$ cat config.mk
export PLATFORM = sky130hd
export DESIGN_NAME = pwm_duty_ramp_ctrl
export DESIGN_NICKNAME = d
export VERILOG_FILES = /design/src/rtl/pwm_ctrl_pkg.sv /design/src/rtl/pwm_ramp_div.sv /design/src/rtl/pwm_duty_ramp_ctrl.sv
export SDC_FILE = /design/constraint.sdc
export NUM_CORES = 1
export LEC_CHECK = 0
export CORE_AREA = 2 2 46 48
export CTS_CLUSTER_SIZE = 12
export DETAILED_ROUTE_END_ITERATION = 8
export DIE_AREA = 0 0 48 50
export GPL_ROUTABILITY_DRIVEN = 0
export HOLD_SLACK_MARGIN = 0.15
export PLACE_DENSITY = 0.8
export SLEW_MARGIN = 20
export SYNTH_ARGS = -nofsm -noshare
export SYNTH_HDL_FRONTEND = slang
export SYNTH_SLANG_ARGS = --single-unit
$ cat constraint.sdc
create_clock -name clk -period 5.5 [get_ports clk]
set_input_delay 1.65 -clock clk [delete_from_list [all_inputs] [get_ports clk]]
set_output_delay 1.65 -clock clk [all_outputs]
set_load 0.03 [all_outputs]
$ cat src/rtl/pwm_ctrl_pkg.sv
// Shared types and constants for the 10-step PWM generator and its duty ramp controller.
package pwm_ctrl_pkg;

  localparam int unsigned PWM_DUTY_W   = 4;
  localparam int unsigned PWM_DUTY_MAX = 10;

  typedef enum logic [1:0] {
    HOLD = 2'd0,
    UP   = 2'd1,
    DOWN = 2'd2
  } ramp_state_e;

endpackage

$ cat src/rtl/pwm_ramp_div.sv
// Counts PWM periods while a ramp is active; tick marks the last period of each ramp step.
module pwm_ramp_div #(
  parameter int unsigned RAMP_DIV = 2
) (
  input  logic clk,
  input  logic rst,
  input  logic clr,
  input  logic period_end,
  output logic tick
);

  localparam int unsigned      CNT_W = $clog2(RAMP_DIV) + 1;
  localparam logic [CNT_W-1:0] LAST  = CNT_W'(RAMP_DIV - 1);

  logic [CNT_W-1:0] cnt_q;

  always_ff @(posedge clk or posedge rst) begin
    if (rst) begin
      cnt_q <= '0;
    end else if (clr) begin
      cnt_q <= '0;
    end else if (period_end) begin
      cnt_q <= (cnt_q == LAST) ? '0 : cnt_q + CNT_W'(1);
    end
  end

  // Combinational so the duty step lands on the same edge as the period boundary.
  assign tick = period_end & ~clr & (cnt_q == LAST);

endmodule

$ cat src/rtl/pwm_duty_ramp_ctrl.sv
// Owns the PWM duty setting: tracks a target from inc/dec/load requests and slews the
// applied duty toward it one step per RAMP_DIV periods, only on period boundaries.
module pwm_duty_ramp_ctrl
  import pwm_ctrl_pkg::*;
#(
  parameter int unsigned DUTY_W    = PWM_DUTY_W,
  parameter int unsigned DUTY_MAX  = PWM_DUTY_MAX,
  parameter int unsigned DUTY_INIT = 5,
  parameter int unsigned RAMP_DIV  = 2
) (
  input  logic              clk,
  input  logic              rst,
  input  logic              period_end,
  input  logic              inc_pulse,
  input  logic              dec_pulse,
  input  logic              load,
  input  logic [DUTY_W-1:0] load_duty,
  output logic [DUTY_W-1:0] duty_out,
  output logic [DUTY_W-1:0] target_out,
  output logic              busy,
  output logic              clamp
);

  localparam logic [DUTY_W-1:0] MAX_D  = DUTY_W'(DUTY_MAX);
  localparam logic [DUTY_W-1:0] INIT_D = DUTY_W'(DUTY_INIT);

  ramp_state_e       state_q, state_d;
  logic [DUTY_W-1:0] target_q, target_d;
  logic [DUTY_W-1:0] duty_q, duty_d;
  logic              clamp_q, clamp_d;
  logic              busy_q;
  logic              step_tick;

  pwm_ramp_div #(
    .RAMP_DIV (RAMP_DIV)
  ) u_ramp_div (
    .clk        (clk),
    .rst        (rst),
    .clr        (state_q == HOLD),
    .period_end (period_end),
    .tick       (step_tick)
  );

  // Target update: load wins; simultaneous inc and dec cancel.
  always_comb begin
    target_d = target_q;
    clamp_d  = 1'b0;
    if (load) begin
      if (load_duty > MAX_D) begin
        target_d = MAX_D;
        clamp_d  = 1'b1;
      end else begin
        target_d = load_duty;
      end
    end else if (inc_pulse && !dec_pulse) begin
      if (target_q < MAX_D) target_d = target_q + DUTY_W'(1);
    end else if (dec_pulse && !inc_pulse) begin
      if (target_q != '0) target_d = target_q - DUTY_W'(1);
    end
  end

  // Ramp direction from the registered target and duty.
  always_comb begin
    state_d = HOLD;
    if (target_q > duty_q) begin
      state_d = UP;
    end else if (target_q < duty_q) begin
      state_d = DOWN;
    end
  end

  always_ff @(posedge clk or posedge rst) begin
    if (rst) begin
      state_q <= HOLD;
    end else begin
      state_q <= state_d;
    end
  end

  // Guards against overshoot while the state lags a target change by one cycle.
  always_comb begin
    duty_d = duty_q;
    if (step_tick) begin
      if (state_q == UP && duty_q < target_q) begin
        duty_d = duty_q + DUTY_W'(1);
      end else if (state_q == DOWN && duty_q > target_q) begin
        duty_d = duty_q - DUTY_W'(1);
      end
    end
  end

  always_ff @(posedge clk or posedge rst) begin
    if (rst) begin
      duty_q   <= '0;
      target_q <= INIT_D;
      clamp_q  <= 1'b0;
      busy_q   <= 1'b0;
    end else begin
      duty_q   <= duty_d;
      target_q <= target_d;
      clamp_q  <= clamp_d;
      busy_q   <= (state_d != HOLD);
    end
  end

  assign duty_out   = duty_q;
  assign target_out = target_q;
  assign busy       = busy_q;
  assign clamp      = clamp_q;

endmodule

==> Yosys cells after proc, flatten, opt, wreduce, memory -nomap -nowiden <==
Cells that the tools add are included.
W data, S select, Z words.
{ "word_totals": {"rom_bits": 0, "latch_bits": 0, "ff_bits": 14, "ram_bits": 0, "wordCells": 54, "memories": 0} }
{ "op_classes": {"multipliers": 0, "shift": 0, "n_eq_ne": 4, "n_bitwise": 3, "div": 0, "n_reduce_logical": 15, "n_addsub": 5, "muxes": 15, "order_cmp": 6} }
{ "op_table": {"columns": ["operator", "n"], "rows": [
  ["$mux W4", 8],
  ["$mux W2", 5],
  ["$add A4 B1 Y4 const B", 2],
  ["$gt A4 B4 Y1", 2],
  ["$lt A4 B4 Y1", 2],
  ["$sub A4 B1 Y4 const B", 2],
  ["$reduce_bool A2 Y1", 3],
  ["$reduce_bool A3 Y1", 2],
  ["$eq A2 B1 Y1 const B", 2],
  ["$gt A4 B4 Y1 const B", 1],
  ["$logic_and A1 B1 Y1", 4],
  ["$lt A4 B4 Y1 const B", 1],
  ["$reduce_bool A4 Y1", 1],
  ["$ne A3 B2 Y1 const B", 1],
  ["$reduce_and A3 Y1", 1],
  ["$add A2 B1 Y2 const B", 1],
  ["$and A1 B1 Y1", 2],
  ["$eq A2 B2 Y1 const B", 1],
  ["$logic_not A1 Y1", 2],
  ["$logic_not A2 Y1", 1],
  ["$mux W1", 2],
  ["$reduce_and A2 Y1", 1],
  ["$not A1 Y1", 1]
]} }

==> Longest topological paths before layout <==
Gate-level depths: netlist (run 1).
{ "logic_depth": {"depth_word": 5, "depth_mapped": 11, "ltp_nobuf": 11} }

==> By module <==
Synthesis (run 1) repeated with hierarchy kept, for this count alone.
{ "hier_totals": {"cells_unflattened": 90, "area_unflattened_um2": 902.1} }
{ "modules_own_cells": {"columns": ["module", "cells_per_inst", "instances", "area_each_um2"], "rows": [
  ["pwm_duty_ramp_ctrl", 82, 1, 818.3],
  ["pwm_ramp_div", 8, 1, 83.8]
]} }

==> Least setup slack after synthesis (run 1) <==
Ideal clock, no wire load.
{ "synth_path": {"kind": "in2reg", "startpoint": "input inc_pulse", "endpoint": "register target_q[3] (netlist: target_out[3])", "n_path_buf": 0, "cell_stages": 8, "slack_ns": 2.481, "required_ns": 5.417, "arrival_time_ns": 2.936, "cell_sequence": "nor2b_1 -> inv_1 -> ha_1 -> a21o_1 -> a21oi_1 -> xnor2_1 -> mux2i_1 -> o21ai_0"} }
{ "synth_via": {"elab_chain_len": 4} }
{ "synth_rtl": {"columns": ["item", "line", "source"], "rows": [
  ["start: declaration", "pwm_duty_ramp_ctrl.sv:14", "input logic inc_pulse,"],
  ["$logic_not A1 Y1", "pwm_duty_ramp_ctrl.sv:57", "end else if (dec_pulse && !inc_pulse) begin"],
  ["$logic_and A1 B1 Y1", "pwm_duty_ramp_ctrl.sv:57", null],
  ["$reduce_bool A3 Y1 (no line)", null, null],
  ["$reduce_and A3 Y1 (no line)", null, null],
  ["end signal: assignment", "pwm_duty_ramp_ctrl.sv:100", "target_q <= target_d;"],
  ["end: declaration", "pwm_duty_ramp_ctrl.sv:28", "logic [DUTY_W-1:0] target_q, target_d;"]
]} }
Several ways; a longest one is shown, not always the timed one.
A chain may end at the register's enable or synchronous reset.

==> Final worst setup path (run 1) <==
Ends and elaborated chain as after synthesis.

==> impl_metrics.py, run 1 <==
metrics = {
    "outcome": {
        "outcome": "complete, no violations",
    },
    "power_and_ir_drop": {
        "power.leakage_nw": 0.5090,
        "p_per_area_nw_per_um2": 573.6,
        "ir_worst_vdd_mv": 0.2969,
    },
    "layout": {
        "ff_latch_area_sq_um": 352.8,
        "drive_above_1_share": 0.1207,
        "antenna_cells": 0,
        "fillers": 162,
        "stdcell_count": 143,
        "multi_input_area_sq_um": 571.8,
        "syn2layout_area_growth_pct": 26.76,
        "nNetsFinal": 137,
        "stdcell_area_sq_um": 1215,
    },
    "clock_tree": {
        "post_cts_buffers": 0,
        "cts_tree": "built",
        "clock_path_buffers": 2,
        "clock_sinks": 14,
        "cts_hold_buffers": 0,
        "insertion_delay_ns": 0.28,
        "htreeDepth": 1,
        "cts_resized": 0,
        "cts_root_buf": "clkbuf_4",
        "cts_made_buffers": 3,
        "cts.clk_slew.worst_paths_ns": 0.08,
    },
    "setup_path": {
        "critPathBufInv": 2,
        "cp_cell_sequence": "clkdlybuf4s50_1, nor2b_1, inv_1, ha_1, a21o_1, a21oi_1, xnor2_1, mux2i_1, o21ai_0",
        "cp.arrival_ns": 3.55,
        "crit_slowest_cell": "clkdlybuf4s50_1",
        "slowest_delay_ns": 0.47,
        "worstSetupStartpointType": "primary input",
        "critPathKind": "in2reg",
        "worstPathRequired_ns": 5.71,
        "critPathTopFamily": "buffers and inverters",
        "cp_max_fo": 4,
        "critPathCaptureType": "flop",
    },
    "synth": {
        "yosysWarnings": 0,
        "synth_fp_nets": 114,
        "synthArstFlopShare": 1.000,
        "synthTopCellsByCount": "12 x dfrtp_1, 8 x ha_1, 8 x inv_1, 7 x nand2_1",
        "synth.most_common_cell": "dfrtp_1",
        "syn_avg_cell_area_sq_um": 10.20,
        "postSynthCellCount": 94,
        "synth_area_sq_um": 958.4,
        "synth_top_flop_cell": "dfrtp_1",
        "netlist-cell-type-count": 37,
        "synth_top_area_frac": 0.3133,
        "synth_area_leaders": "dfrtp_1 31%, ha_1 10%, dfstp_2 5.5%, xnor2_1 5.5%, fa_1 4.2%",
        "synth_edf_count": 0,
        "ys_seq_area_frac": 0.3681,
        "ys_ff_latch": 14,
        "yosysTopAreaCell": "dfrtp_1",
    },
    "timing": {
        "final_hold_viol_count": 0,
        "finalClockSkew_ns": 0.0004359,
        "worst_slack_ns": 2.153,
        "max-slew-margin-rel": 0.6383,
        "setup_viol": 0,
        "worst_pin_slew_ns": 0.5419,
        "hold_ws_ns": 0.4989,
        "final.setup.tns_ns": 0,
        "min_period_ns": 3.347,
        "drv_slew": 0,
        "min_period_over_period": 0.6085,
        "timing.fmax_mhz": 298.8,
        "rsz0062_at_grt": "false",
    },
    "floorplanning": {
        "core_area_sq_um": 1902,
        "die_area_sq_um": 2400,
        "chipWidth_um": 48,
        "io_pins": 20,
        "row_count": 16,
        "die_h_um": 50,
        "initial_core_util": 0.5039,
    },
    "detailed_routing": {
        "routed_wl_um": 1736,
        "vias": 746,
        "drt_first_pass_iters": 4,
        "first_iter_violations": 9,
        "avgViaCountPerCell": 5.217,
        "ant_nets": 0,
        "wl_per_cell_um": 12.14,
        "remaining_drc_errors": 0,
    },
    "placement": {
        "portBuffers": 19,
        "dp_cells": 139,
        "place_area_sq_um": 1179,
        "place_ws_ns": 1.850,
        "hpwl_um": 1376,
    },
    "global_routing": {
        "grt_max_degree": 15,
        "grt_pass1_vias": 737,
        "grt-ovfl-total": 0,
        "grt_first_pass_wirelength_um": 3056,
        "grt_usage": 0.1801,
        "antenna_found_initial": 0,
    },
    "hold_path": {
        "hold_class": "reg2reg",
    },
    "flow_run": {
        "maxCapViolCount": 0,
    },
}
-- cell usage in the layout (no fill, tap or decap), types with 2 or more instances in the layout --
cell,instances
clkdlybuf4s50_1,19
dfrtp_1,12
inv_1,8
ha_1,8
nand2_1,7
xnor2_1,6
o21ai_0,6
a21oi_1,5
nor2_1,5
nor2b_1,3
clkbuf_4,3
mux2_1,2
nand2b_1,2
a21o_1,2
nor3_1,2
fa_1,2
dfstp_2,2
-- state kept, by name, summed over array words and instances (netlist names) --
name,flops
busy,1
target_out,4
state_q,2
u_ramp_div.cnt_q,2
duty_out,4
clamp,1
-- worst min-delay path, cell delays in order, from the launching register on --
cell	delay [ns]
dfrtp_1	0.38
nand2_1	0.06
nor2_1	0.03
-- layer usage --
metal / up-vias / part of all wire / track usage
li1: 373 / - / -
met1: 357 / 0.47 / 0.2362
met2: 14 / 0.48 / 0.2756
met3: 2 / 0.035 / 0.05861
met4: 0 / 0.0081 / 0.05405
met5: - / 0 / 0
-- cells by family (layout without fill, tap and decap cells) --
family | after synthesis | count (layout) | synth area share
AND/OR/NAND/NOR | 29 | 29 | 0.1737
AO/OA/AOI/OAI | 21 | 21 | 0.1671
flip-flops | 14 | 14 | 0.3681
adder cells (fa/ha/maj) | 10 | 10 | 0.1462
buffers and inverters | 9 | 31 | 0.03525
XOR/XNOR | 7 | 7 | 0.06397
multiplexers | 4 | 4 | 0.04569
-- path summary, 6_finish.rpt --
kind | from | endpoint | slack [ns] | depth (start not counted)
setup / recovery | inc_pulse | target_out[3] | 2.15 | 9
hold / removal | u_ramp_div.cnt_q[1] | u_ramp_div.cnt_q[1] | 0.50 | 2
setup reg to reg | target_out[1] | duty_out[3] | 2.86 | 11
hold reg to reg | u_ramp_div.cnt_q[1] | u_ramp_div.cnt_q[1] | 0.50 | 2
max in group asynchronous | rst | target_out[0] | 3.43 | 2
min in group asynchronous | rst | u_ramp_div.cnt_q[1] | 1.70 | 2
-- report_power, final --
part / switching (mW) / leakage [nW] / internal (mW)
sequential: 0.0468 / 0.165 / 0.147
combinational: 0.228 / 0.323 / 0.201
clock: 0.0331 / 0.0210 / 0.0403
-- area by class of cell --
type                            count  share of cell area
Multi-Input combinational cell     71              0.4706
Sequential cell                    14              0.2904
Timing Repair Buffer               19              0.1565
Clock buffer                        4             0.02987
Tap cell                           27             0.02781
Inverter                            8             0.02472
-- through the flow --
stage,power (mW),utilization
2_1_floorplan,0.5073,-
6_report,0.6968,0.6388
4_1_cts,0.7033,0.6388
3_3_place_gp,0.6136,0.6197
3_5_place_dp,0.6248,0.6197
5_1_grt,0.7665,0.6388
Note: power is estimated with default switching activity, not from simulation.
==> inputs of run 2 (changes only) <==
Settings changed: CORE_AREA 2 2 46 48 to 2 2 47 49, DIE_AREA 0 0 48 50 to 0 0 49 51, PLACE_DENSITY 0.8 to 0.77.
Clock period 5.5 ns to 3.2 ns, I/O delays scaled along.
==> run 2 against run 1 <==
Against the previous run: die area rose by 4.1%; sequential power rose by 72%; clock skew is 0.0046 ns higher; combinational power increased by 73%; first-iteration DRC count down 11%; cell count rose by 0.70%; critical path type unchanged; critical endpoint unchanged; highest routed layer unchanged.
==> impl_metrics.py, run 2 (same netlist as run 1, synthesis figures left out) <==
metrics = {
    "setup_path": {
        "cp.arrival_ns": 2.92,
        "slowest_delay_ns": 0.47,
        "r2r_end": "duty_out[3]",
        "critPathBufInv": 2,
        "crit_slowest_cell": "clkdlybuf4s50_1",
        "startpoint": "inc_pulse",
        "ff2ff_path_depth": 11,
        "worstSetupEndpoint": "target_out[3]",
        "r2r_setup_slack_ns": 0.56,
        "worstSetupStartpointType": "primary input",
        "worstPathRequired_ns": 3.40,
        "crit_cells": 9,
        "critPathKind": "in2reg",
        "timing.rr.start": "target_out[1]",
        "cp_max_fo": 4,
        "cp_cell_sequence": "clkdlybuf4s50_1, nor2b_1, inv_1, ha_1, a21o_1, a21oi_1, xnor2_1, mux2i_1, o21ai_0",
        "critPathCaptureType": "flop",
        "critPathTopFamily": "buffers and inverters",
    },
    "floorplanning": {
        "die_area_sq_um": 2499,
        "row_count": 17,
        "core_area_sq_um": 2063,
        "chipWidth_um": 49,
        "io_pins": 20,
        "die_h_um": 51,
        "initial_core_util": 0.4645,
    },
    "detailed_routing": {
        "avgViaCountPerCell": 5.250,
        "first_iter_violations": 8,
        "remaining_drc_errors": 0,
        "drt_first_pass_iters": 3,
        "vias": 756,
        "ant_nets": 0,
        "routed_wl_um": 1830,
        "wl_per_cell_um": 12.71,
    },
    "layout": {
        "syn2layout_area_growth_pct": 25.85,
        "multi_input_area_sq_um": 571.8,
        "final_common_cell": "clkdlybuf4s50_1",
        "nNetsFinal": 137,
        "final_cell_mix": "19 x clkdlybuf4s50_1, 12 x dfrtp_1, 8 x inv_1, 8 x ha_1, 7 x nand2_1",
        "fillers": 180,
        "drive_above_1_share": 0.1121,
        "antenna_cells": 0,
        "ff_latch_area_sq_um": 352.8,
    },
    "placement": {
        "portBuffers": 19,
        "place_ws_ns": 0.1900,
        "hpwl_um": 1501,
    },
    "timing": {
        "setup_viol": 0,
        "worst_slack_ns": 0.4773,
        "max-slew-margin-rel": 0.6294,
        "final_hold_viol_count": 0,
        "drv_slew": 0,
        "min_period_over_period": 0.8508,
        "final.setup.tns_ns": 0,
        "rsz0062_at_grt": "false",
        "min_period_ns": 2.723,
        "worst_pin_slew_ns": 0.5552,
        "finalClockSkew_ns": 0.005070,
        "timing.fmax_mhz": 367.3,
    },
    "clock_tree": {
        "cts_root_buf": "clkbuf_4",
        "htreeDepth": 1,
        "cts.clk_slew.worst_paths_ns": 0.09,
        "cts_tree": "built",
        "cts_made_buffers": 3,
        "post_cts_buffers": 0,
        "cts_resized": 0,
        "cts_hold_buffers": 0,
        "clock_path_buffers": 2,
        "clock_sinks": 14,
        "insertion_delay_ns": 0.28,
    },
    "global_routing": {
        "grt_max_degree": 15,
        "grt-ovfl-total": 0,
        "grt_pass1_vias": 764,
        "antenna_found_initial": 0,
        "grt_first_pass_wirelength_um": 3236,
        "grt_usage": 0.1666,
    },
    "power_and_ir_drop": {
        "power.leakage_nw": 0.5030,
        "ir_worst_vdd_mv": 0.5223,
        "p_per_area_nw_per_um2": 981.4,
    },
    "hold_path": {
        "hold_class": "reg2reg",
    },
    "outcome": {
        "outcome": "complete, no violations",
    },
    "flow_run": {
        "maxCapViolCount": 0,
    },
}
[run 2: cell types whose count changed in the layout (fill, tap and decap cells not counted)]
cell,before,now
clkbuf_1,0,1
clkbuf_8,1,0
[run 2: how the worst min path moves through the flow]
stage / slack (ns) / depth (start not counted) / startpoint / to
final: 0.51 / 2 / u_ramp_div.cnt_q[1] / u_ramp_div.cnt_q[1]
after global routing: 0.56 / 2 / u_ramp_div.cnt_q[1] / u_ramp_div.cnt_q[1]
after CTS: 0.52 / 2 / u_ramp_div.cnt_q[1] / u_ramp_div.cnt_q[1]
after detailed placement: 0.50 / 2 / u_ramp_div.cnt_q[1] / u_ramp_div.cnt_q[1]
after global placement: 0.48 / 2 / u_ramp_div.cnt_q[1] / u_ramp_div.cnt_q[1]
after floorplan: 0.47 / 2 / u_ramp_div.cnt_q[1] / u_ramp_div.cnt_q[1]
[run 2: routing by layer]
| layer | global-route usage | vias up | share of wire |
|---|---|---|---|
| li1 | - | 371 | - |
| met1 | 0.2131 | 370 | 0.47 |
| met2 | 0.3014 | 12 | 0.48 |
| met3 | 0.02632 | 3 | 0.035 |
| met4 | 0.02857 | 0 | 0.0060 |
| met5 | 0 | - | 0 |
[run 2: cell type report]
type	instances	share of cell area
Multi-Input combinational cell	71	0.4741
Sequential cell	14	0.2925
Tap cell	28	0.02905
Clock buffer	4	0.02178
Timing Repair Buffer	19	0.1577
Inverter	8	0.02490
[run 2: power by group]
| part | switching (mW) | total [mW] | internal [mW] |
|---|---|---|---|
| clock network | 0.0592 | 0.108 | 0.0484 |
| registers | 0.0793 | 0.333 | 0.253 |
| logic | 0.398 | 0.744 | 0.346 |
[run 2: worst min-delay path, delay by kind of cell, from the launching register on]
kind	cells	cell delay [ns]
and+or+nand+nor	2	0.09
DFF	1	0.39
[run 2: stage by stage]
step / cell area, sq um / power (mW) / hold WS, ns / utilization / instances
floorplan: 958.4 / 0.8719 / 0.4695 / - / 94
global placement: 1180 / 1.051 / 0.4843 / 0.5719 / 140
detailed placement: 1180 / 1.086 / 0.5014 / 0.5719 / 140
CTS: 1206 / 1.198 / 0.5150 / 0.5846 / 144
global route: 1206 / 1.305 / 0.5620 / 0.5846 / 144
finish: 1206 / 1.184 / 0.5103 / 0.5846 / 144
==> inputs of run 3 (changes only) <==
Settings changed: ABC_CLOCK_PERIOD_IN_PS from default to 3200, SLEW_MARGIN 20 to 5.
==> results of run 3 <==
Same layout as run 2: the final DEF is identical, and so are final timing and power.
